$ cat src/rtl/hazard_pkg.sv
// Shared types and constants for the pipeline hazard controller.
package hazard_pkg;

    localparam logic [1:0] FWD_REG = 2'b00;
    localparam logic [1:0] FWD_MEM = 2'b10;
    localparam logic [1:0] FWD_WB  = 2'b01;

    localparam int LCNT_W = 3;

    typedef enum logic [1:0] {
        IDLE,
        LOAD_WAIT,
        MDU_BUSY
    } state_t;

endpackage

$ cat src/rtl/hazard_fwd_sel.sv
// Forward-select for one E-stage operand; the M stage wins over W and x0 never forwards.
module hazard_fwd_sel
    import hazard_pkg::*;
#(
    parameter int REG_AW = 5
) (
    input  logic [REG_AW-1:0] rs,
    input  logic [REG_AW-1:0] rd_m,
    input  logic [REG_AW-1:0] rd_w,
    input  logic              reg_write_m,
    input  logic              reg_write_w,
    output logic [1:0]        sel
);

    always_comb begin
        // NOTE: default first so every path assigns sel and no latch is inferred.
        sel = FWD_REG;
        if (reg_write_m && (rd_m != '0) && (rd_m == rs)) begin
            sel = FWD_MEM;
        end else if (reg_write_w && (rd_w != '0) && (rd_w == rs)) begin
            sel = FWD_WB;
        end
    end

endmodule

$ cat src/rtl/hazard_ctrl_unit.sv
// Stall/flush/forward controller for the 5-stage core with multi-cycle load and MDU stalls.
// Optional saturating performance counters are built when HAZARD_PERF_EN is defined.
module hazard_ctrl_unit
    import hazard_pkg::*;
#(
    parameter int REG_AW     = 5,
    parameter int LOAD_STALL = 1,
    parameter int PERF_W     = 32
) (
    input  logic              clk,
    input  logic              rst,
    input  logic [REG_AW-1:0] rs1_d,
    input  logic [REG_AW-1:0] rs2_d,
    input  logic [REG_AW-1:0] rs1_e,
    input  logic [REG_AW-1:0] rs2_e,
    input  logic [REG_AW-1:0] rd_e,
    input  logic [REG_AW-1:0] rd_m,
    input  logic [REG_AW-1:0] rd_w,
    input  logic              result_src_e,
    input  logic              reg_write_m,
    input  logic              reg_write_w,
    input  logic              pc_src_e,
    input  logic              mdu_start_e,
    input  logic              mdu_done,
    output logic              stall_f,
    output logic              stall_d,
    output logic              stall_e,
    output logic              flush_d,
    output logic              flush_e,
    output logic              flush_m,
    output logic [1:0]        forward_a_e,
    output logic [1:0]        forward_b_e,
    output logic [PERF_W-1:0] perf_stall_cnt,
    output logic [PERF_W-1:0] perf_flush_cnt
);

    localparam logic [LCNT_W-1:0] LCNT_LOAD = LCNT_W'(LOAD_STALL - 1);

    state_t            state, state_nx;
    logic [LCNT_W-1:0] lcnt, lcnt_nx;
    logic              load_hz, mdu_hz;
    logic [1:0]        fwd_a, fwd_b;

    assign load_hz = result_src_e && (rd_e != '0) && ((rd_e == rs1_d) || (rd_e == rs2_d));
    // Once busy, only mdu_done matters; a start paired with done never stalls.
    assign mdu_hz  = (state == MDU_BUSY) ? !mdu_done : (mdu_start_e && !mdu_done);

    always_ff @(posedge clk) begin
        // NOTE: non-blocking assignments so every flop samples pre-edge values.
        if (rst) begin
            state <= IDLE;
            lcnt  <= '0;
        end else begin
            state <= state_nx;
            lcnt  <= lcnt_nx;
        end
    end

    always_comb begin
        state_nx = state;
        lcnt_nx  = lcnt;
        case (state)
            IDLE: begin
                if (mdu_hz) begin
                    state_nx = MDU_BUSY;
                end else if (load_hz && (LOAD_STALL > 1)) begin
                    state_nx = LOAD_WAIT;
                    lcnt_nx  = LCNT_LOAD;
                end
            end
            LOAD_WAIT: begin
                lcnt_nx = lcnt - LCNT_W'(1);
                if (mdu_hz) begin
                    state_nx = MDU_BUSY;
                    lcnt_nx  = '0;
                end else if (lcnt == LCNT_W'(1)) begin
                    state_nx = IDLE;
                end
            end
            MDU_BUSY: begin
                if (mdu_done) state_nx = IDLE;
            end
            default: begin
                state_nx = IDLE;
                lcnt_nx  = '0;
            end
        endcase
    end

    always_comb begin
        stall_f = 1'b0;
        stall_d = 1'b0;
        stall_e = 1'b0;
        flush_d = 1'b0;
        flush_e = 1'b0;
        flush_m = 1'b0;
        if (rst) begin
            flush_d = 1'b1;
            flush_e = 1'b1;
            flush_m = 1'b1;
        end else if (mdu_hz) begin
            stall_f = 1'b1;
            stall_d = 1'b1;
            stall_e = 1'b1;
            flush_m = 1'b1;
        end else if ((state == LOAD_WAIT) || ((state == IDLE) && load_hz)) begin
            stall_f = 1'b1;
            stall_d = 1'b1;
            flush_e = 1'b1;
        end else if ((state == IDLE) && pc_src_e) begin
            flush_d = 1'b1;
            flush_e = 1'b1;
        end
    end

    hazard_fwd_sel #(.REG_AW(REG_AW)) u_fwd_a (
        .rs          (rs1_e),
        .rd_m        (rd_m),
        .rd_w        (rd_w),
        .reg_write_m (reg_write_m),
        .reg_write_w (reg_write_w),
        .sel         (fwd_a)
    );

    hazard_fwd_sel #(.REG_AW(REG_AW)) u_fwd_b (
        .rs          (rs2_e),
        .rd_m        (rd_m),
        .rd_w        (rd_w),
        .reg_write_m (reg_write_m),
        .reg_write_w (reg_write_w),
        .sel         (fwd_b)
    );

    assign forward_a_e = rst ? FWD_REG : fwd_a;
    assign forward_b_e = rst ? FWD_REG : fwd_b;

`ifdef HAZARD_PERF_EN
    // flush_d outside reset is exactly the branch-flush event.
    always_ff @(posedge clk) begin
        if (rst) begin
            perf_stall_cnt <= '0;
            perf_flush_cnt <= '0;
        end else begin
            if (stall_f && (perf_stall_cnt != '1)) perf_stall_cnt <= perf_stall_cnt + PERF_W'(1);
            if (flush_d && (perf_flush_cnt != '1)) perf_flush_cnt <= perf_flush_cnt + PERF_W'(1);
        end
    end
`else
    assign perf_stall_cnt = '0;
    assign perf_flush_cnt = '0;
`endif

endmodule
$ cat config.mk
export PLATFORM = sky130hd
export DESIGN_NAME = hazard_ctrl_unit
export DESIGN_NICKNAME = d
export VERILOG_FILES = /design/src/rtl/hazard_pkg.sv /design/src/rtl/hazard_fwd_sel.sv /design/src/rtl/hazard_ctrl_unit.sv
export SDC_FILE = /design/constraint.sdc
export NUM_CORES = 1
export LEC_CHECK = 0
export ABC_AREA = 1
export CAP_MARGIN = 20
export CORE_MARGIN = 4
export CORE_UTILIZATION = 55
export DETAILED_ROUTE_END_ITERATION = 8
export DONT_BUFFER_PORTS = 1
export HOLD_SLACK_MARGIN = 0.08
export PLACE_DENSITY = 0.81
export SLEW_MARGIN = 15
export SYNTH_ARGS = -nofsm -noshare
export SYNTH_HDL_FRONTEND = slang
export SYNTH_SLANG_ARGS = --single-unit
$ cat constraint.sdc
create_clock -name clk -period 3.25 [get_ports clk]
set_clock_uncertainty 0.15 [all_clocks]
set_input_delay 0.325 -clock clk [delete_from_list [all_inputs] [get_ports clk]]
set_output_delay 0.325 -clock clk [all_outputs]
set_load 0.03 [all_outputs]
==> flow_summary_export.csv, run 1 <==
group,metric,value,unit
status,status,"completed",
floorplanning,coreArea,1800,um^2
critical_path,critPathLaunchType,"primary input",
power,switching_share,0.767,
detailed_routing,avgRoutedWirePerCell,9.76,um
placed_design,io_buffers,0,
global_routing,antenna_found_initial,0,
floorplanning,start_util,0.601,
sta,finalSetupViolations,0,
logic_synthesis,synthTopCellsByCount,"buf_4, nand2_1, nor2_1",
power,ir_drop,0.136,mV
detailed_routing,drcViolationCount,0,
logic_synthesis,synth_area_leaders,"buf_4, xor2_1, nand2_1, nor2_1, xnor2_1",
flow_run,drv_cap,0,
layout,nets,221,
layout,fin_util,0.479,
logic_synthesis,seq_area_frac_synth,0.0185,
logic_synthesis,synth_top_area_cell,"buf_4",
logic_synthesis,synth_edf_count,0,
power,power_density,209,nW/um^2
clocking,ctsResizeCount,0,
sta,setup_ws,1.38,ns
logic_synthesis,ys_types,22,
logic_synthesis,synth_area,1080,um^2
critical_path,cp-end-kind,"primary output",
global_routing,first_global_vias,663,
power,clkPwrFrac,0,
detailed_routing,drt_iter0_drc,9,
power,leakagePower,0.547,nW
logic_synthesis,ys_warn_count,0,
placed_design,place_ws,1.37,ns
sta,tns,0,ns
sta,tightest_slew,0.730,ns
floorplanning,die_w,52.4,um
floorplanning,rows,15,
global_routing,grt_start_max_net_pins,7,
clocking,clock_latency,0,ns
detailed_routing,num_vias,795,
worst_hold_path,hold_path_class,"in -> reg",
floorplanning,die_height,52.4,um
global_routing,grt_pass1_wl,2.66,mm
layout,largestRegisters,"state (1)",
global_routing,grt_usage,0.118,
logic_synthesis,synth_most_common_cell,"buf_4",
logic_synthesis,synth_top_area_frac,0.450,
clocking,clkTransAtPathRegs,0,ns
sta,finalMaxSlewViolations,0,
layout,drive_gt1_frac,0.0341,
global_routing,grt_overflow,0,
placed_design,place_hpwl,1.89,mm
floorplanning,io_pins,117,
logic_synthesis,avgSynthCellArea,6.09,um^2
detailed_routing,dr.pass1.iters,4,
layout,antenna_cells,0,
power,power.switching,0.000138,W
logic_synthesis,ys_ff_latch,1,
layout,area_growth,-20.3,%
sta,rsz0062_at_grt,"false",
clocking,cts_setup_buffers,0,
critical_path,cp_max_fo,3,
sta,min_period,1.87,ns
sta,hold_violations,0,
detailed_routing,routed_wl,1.96,mm
detailed_routing,via_per_inst,3.96,
layout,largest-register,"state",
sta,fmax,0.534,GHz
critical_path,cp_data_required_time,2.77,ns
critical_path,arrival,1.40,ns
floorplanning,die_area,2740,um^2
power,p_seq_frac,0.075,
clocking,cts_hold_buf,0,
logic_synthesis,synthArstFlopShare,0,
critical_path,critPathKind,"in -> out",
power,p_int,0.0000420,W
power,pwr-share-comb,0.925,
sta,slew_headroom,0.513,
logic_synthesis,syn_inst,178,
placed_design,gp_congestion,0.817,
detailed_routing,ant_nets,0,
sta,period_share,0.577,
layout,largest_reg_flops,1,
logic_synthesis,ys.flop_type,"dfxtp_1",
## per-layer routing
layer	vias to the layer above	GRT usage	part of all wire
met5	-	0	0
met4	0	0.0128	0.0097
met3	2	0.0370	0.20
met2	69	0.240	0.51
li1	406	-	-
met1	318	0.116	0.28
## cell type report
type | instances | area (um^2)
multi-input cells | 157 | 744
fillers | 199 | 938
flip-flops and latches | 1 | 20.0
inverters | 18 | 67.6
well taps | 25 | 31.3
## critical path, cell delays in order
cell,delay [ns]
inv_1,0.04
nand2_1,0.05
nand2_1,0.05
nor2_1,0.09
nand3_1,0.08
nand2_1,0.09
nand2_2,0.08
a21oi_2,0.60
## power by group through the flow
stage | registers (W) | logic (W) | clock network (W)
floorplan | 0.0000134 | 0.000217 | 0
global placement | 0.0000135 | 0.000163 | 0
detailed placement | 0.0000135 | 0.000164 | 0
CTS | 0.0000135 | 0.000165 | 0
global route | 0.0000136 | 0.000180 | 0
finish | 0.0000135 | 0.000167 | 0
## metrics by stage
step	instances	instance area (um^2)	hold slack (ns)	total power, W
2_1_floorplan	241	1320	0.247	0.000231
3_3_place_gp	201	863	0.249	0.000177
3_5_place_dp	201	863	0.250	0.000178
4_1_cts	201	863	0.251	0.000178
5_1_grt	201	863	0.250	0.000193
6_report	201	863	0.250	0.000180
## cell usage in the layout, fill, tap and decap left out, drive strengths merged
cell | netlist | layout
xor2 | 12 | 12
and3 | 1 | 1
o21ai | 2 | 2
inv | 18 | 18
nand4 | 2 | 2
nand3b | 1 | 1
a21oi | 3 | 3
nand3 | 6 | 6
xnor2 | 9 | 9
nand2 | 29 | 29
nor2 | 22 | 22
conb | 1 | 64
nor3 | 3 | 3
and2 | 1 | 1
o21bai | 1 | 1
dfxtp | 1 | 1
nor2b | 1 | 1
## worst paths after layout
path         slack (ns)  endpoint     start  cells past startpoint
max                1.38   stall_f   rd_e[2]                      8
min                0.25  state[1]       rst                      1
max reg2reg        2.25  state[1]  state[1]                      2
min reg2reg        0.48  state[1]  state[1]                      2
## cell families after synthesis
| group | Yosys count | share of synthesized area |
|---|---|---|
| simple gates | 66 | 0.259 |
| flops | 1 | 0.0185 |
| xor+xnor | 21 | 0.170 |
| buf+inv | 83 | 0.513 |
| compound gates | 6 | 0.0369 |
| other cells | 1 | 0.00346 |
Power figures use the tool's default switching activity.
==> inputs of run 2 (changes only) <==
--- a/config.mk
+++ b/config.mk
@@ -12,7 +12,7 @@
 export DETAILED_ROUTE_END_ITERATION = 8
 export DONT_BUFFER_PORTS = 1
 export HOLD_SLACK_MARGIN = 0.08
-export PLACE_DENSITY = 0.81
+export PLACE_DENSITY = 0.84
 export SLEW_MARGIN = 15
 export SYNTH_ARGS = -nofsm -noshare
 export SYNTH_HDL_FRONTEND = slang
==> constraint.sdc (replaced) <==
create_clock -name clk -period 1.5 [get_ports clk]
set_clock_uncertainty 0.15 [all_clocks]
set_input_delay 0.15 -clock clk [delete_from_list [all_inputs] [get_ports clk]]
set_output_delay 0.15 -clock clk [all_outputs]
set_load 0.03 [all_outputs]
==> run 2 against run 1 <==
  * Cell area increased by 7.2%
  * Setup slack got worse by 1.1 ns
  * Total power increased by 120%
  * Register-to-register slack got worse by 1.6 ns
  * Via count increased by 3.5%
  * Sequential power increased by 120%
  * Die area unchanged
  * Wire length increased by 6.3%
  * Global-route usage increased by 0.48 points
  * Worst hold slack improved by 0.051 ns
==> flow_summary_export.csv, run 2 (synthesis gave the netlist of run 1 again) <==
group,metric,value,unit
placed_design,place_hpwl,1.96,mm
detailed_routing,routed_wl,2.08,mm
layout,multi_input_comb_area,744,um^2
sta,finalMaxSlewViolations,0,
power,p_int,0.000102,W
clocking,clkTransAtPathRegs,0,ns
power,power.switching,0.000300,W
global_routing,grt_overflow,0,
sta,fmax,0.794,GHz
floorplanning,start_util,0.601,
detailed_routing,ant_nets,0,
critical_path,cp_max_fo,3,
worst_hold_path,hold_path_class,"in -> reg",
global_routing,grt_start_max_net_pins,7,
floorplanning,die_w,52.4,um
layout,antenna_cells,0,
critical_path,crit_buf_inv,2,
critical_path,critPathLaunchType,"primary input",
detailed_routing,avgRoutedWirePerCell,9.97,um
sta,period_share,0.840,
global_routing,grt_usage,0.123,
global_routing,antenna_found_initial,0,
layout,layout_commonest_cell,"conb_1",
detailed_routing,via_per_inst,3.94,
placed_design,dpl.cell_count,208,
clocking,clock_latency,0,ns
layout,mostFrequentLayoutCells,"conb_1, nand2_1, nor2_1",
detailed_routing,drt_iter0_drc,9,
placed_design,io_buffers,0,
global_routing,first_global_vias,667,
layout,stdcell_count,209,
power,power_density,435,nW/um^2
layout,fin_util,0.514,
floorplanning,die_area,2740,um^2
critical_path,crit_family,"simple AND/OR/NAND/NOR gates",
power,pwr-share-comb,0.927,
clocking,ctsResizeCount,0,
power,p_seq_frac,0.073,
power,finalPower,0.000402,W
global_routing,grt_pass1_wl,2.73,mm
sta,finalSetupViolations,0,
floorplanning,io_pins,117,
layout,drive_gt1_frac,0.0707,
layout,fillers,202,
flow_run,drv_cap,0,
critical_path,arrival,0.96,ns
critical_path,cp-end-kind,"primary output",
detailed_routing,dr.pass1.iters,4,
detailed_routing,num_vias,823,
sta,rsz0062_at_grt,"false",
floorplanning,rows,15,
power,ir_drop,0.251,mV
sta,min_period,1.26,ns
critical_path,critPathMostFrequentCell,"nand2_1",
layout,area.sequential,20.0,um^2
layout,largestRegisters,"state (1)",
power,switching_share,0.746,
layout,area_growth,-14.5,%
layout,largest-register,"state",
sta,hold_violations,0,
critical_path,ff2ff_setup_slack,0.61,ns
status,status,"completed",
floorplanning,coreArea,1800,um^2
sta,whs,0.301,ns
detailed_routing,drcViolationCount,0,
critical_path,path_cells,"inv_1, nand2_1, nand2_1, nor2_1, nand3_1, nand2_1, nand2_2, a21oi_2, buf_4",
floorplanning,die_height,52.4,um
critical_path,cp_data_required_time,1.20,ns
layout,nets,229,
placed_design,gp_congestion,0.829,
critical_path,max_stage_delay,0.22,ns
critical_path,cp_slowest_cell,"buf_4",
critical_path,critPathKind,"in -> out",
sta,tns,0,ns
layout,largest_reg_flops,1,
power,leakagePower,0.587,nW
power,clkPwrFrac,0,
[run 2: area by class of cell]
| type | count | share of cell area |
|---|---|---|
| Sequential cell | 1 | 0.0216 |
| Inverter | 18 | 0.0730 |
| Timing Repair Buffer | 8 | 0.0676 |
| Multi-Input combinational cell | 157 | 0.804 |
| Tap cell | 25 | 0.0338 |
[run 2: worst paths after layout]
kind / startpoint / cells past startpoint / endpoint
min reg2reg: state[1] / 3 / state[1]
max: rd_e[2] / 9 / stall_f
min: mdu_start_e / 3 / state[1]
max reg2reg: state[1] / 3 / state[1]
[run 2: stage by stage]
step	setup slack, ns	instance area (um^2)
after global placement	0.232	916
after detailed placement	0.227	916
final	0.240	926
after floorplan	0.0222	1320
after global routing	0.133	926
after CTS	0.225	926
[run 2: routing by layer]
layer	up-vias	track usage	routed length, um
li1	420	-	-
met1	331	0.140	598
met2	70	0.225	1070
met3	2	0.0456	401
met4	0	0.00426	10
met5	-	0	0
[run 2: power by group through the flow]
stage	clock, W	sequential, W	combinational [W]
3_5_place_dp	0	0.0000293	0.000366
5_1_grt	0	0.0000295	0.000402
4_1_cts	0	0.0000293	0.000369
2_1_floorplan	0	0.0000291	0.000471
6_report	0	0.0000293	0.000373
3_3_place_gp	0	0.0000293	0.000364
[run 2: repair_timing]
action / in CTS / in global routing
hold buffers: 1 / 0
setup buffers: 0 / 0
hold endpoints to repair: 1 / 0
[run 2: worst reg2reg max path, stage by stage (launching register included)]
cell      delay, ns
dfxtp_1        0.30
o21bai_1       0.14
buf_4          0.15
nor2_1         0.04
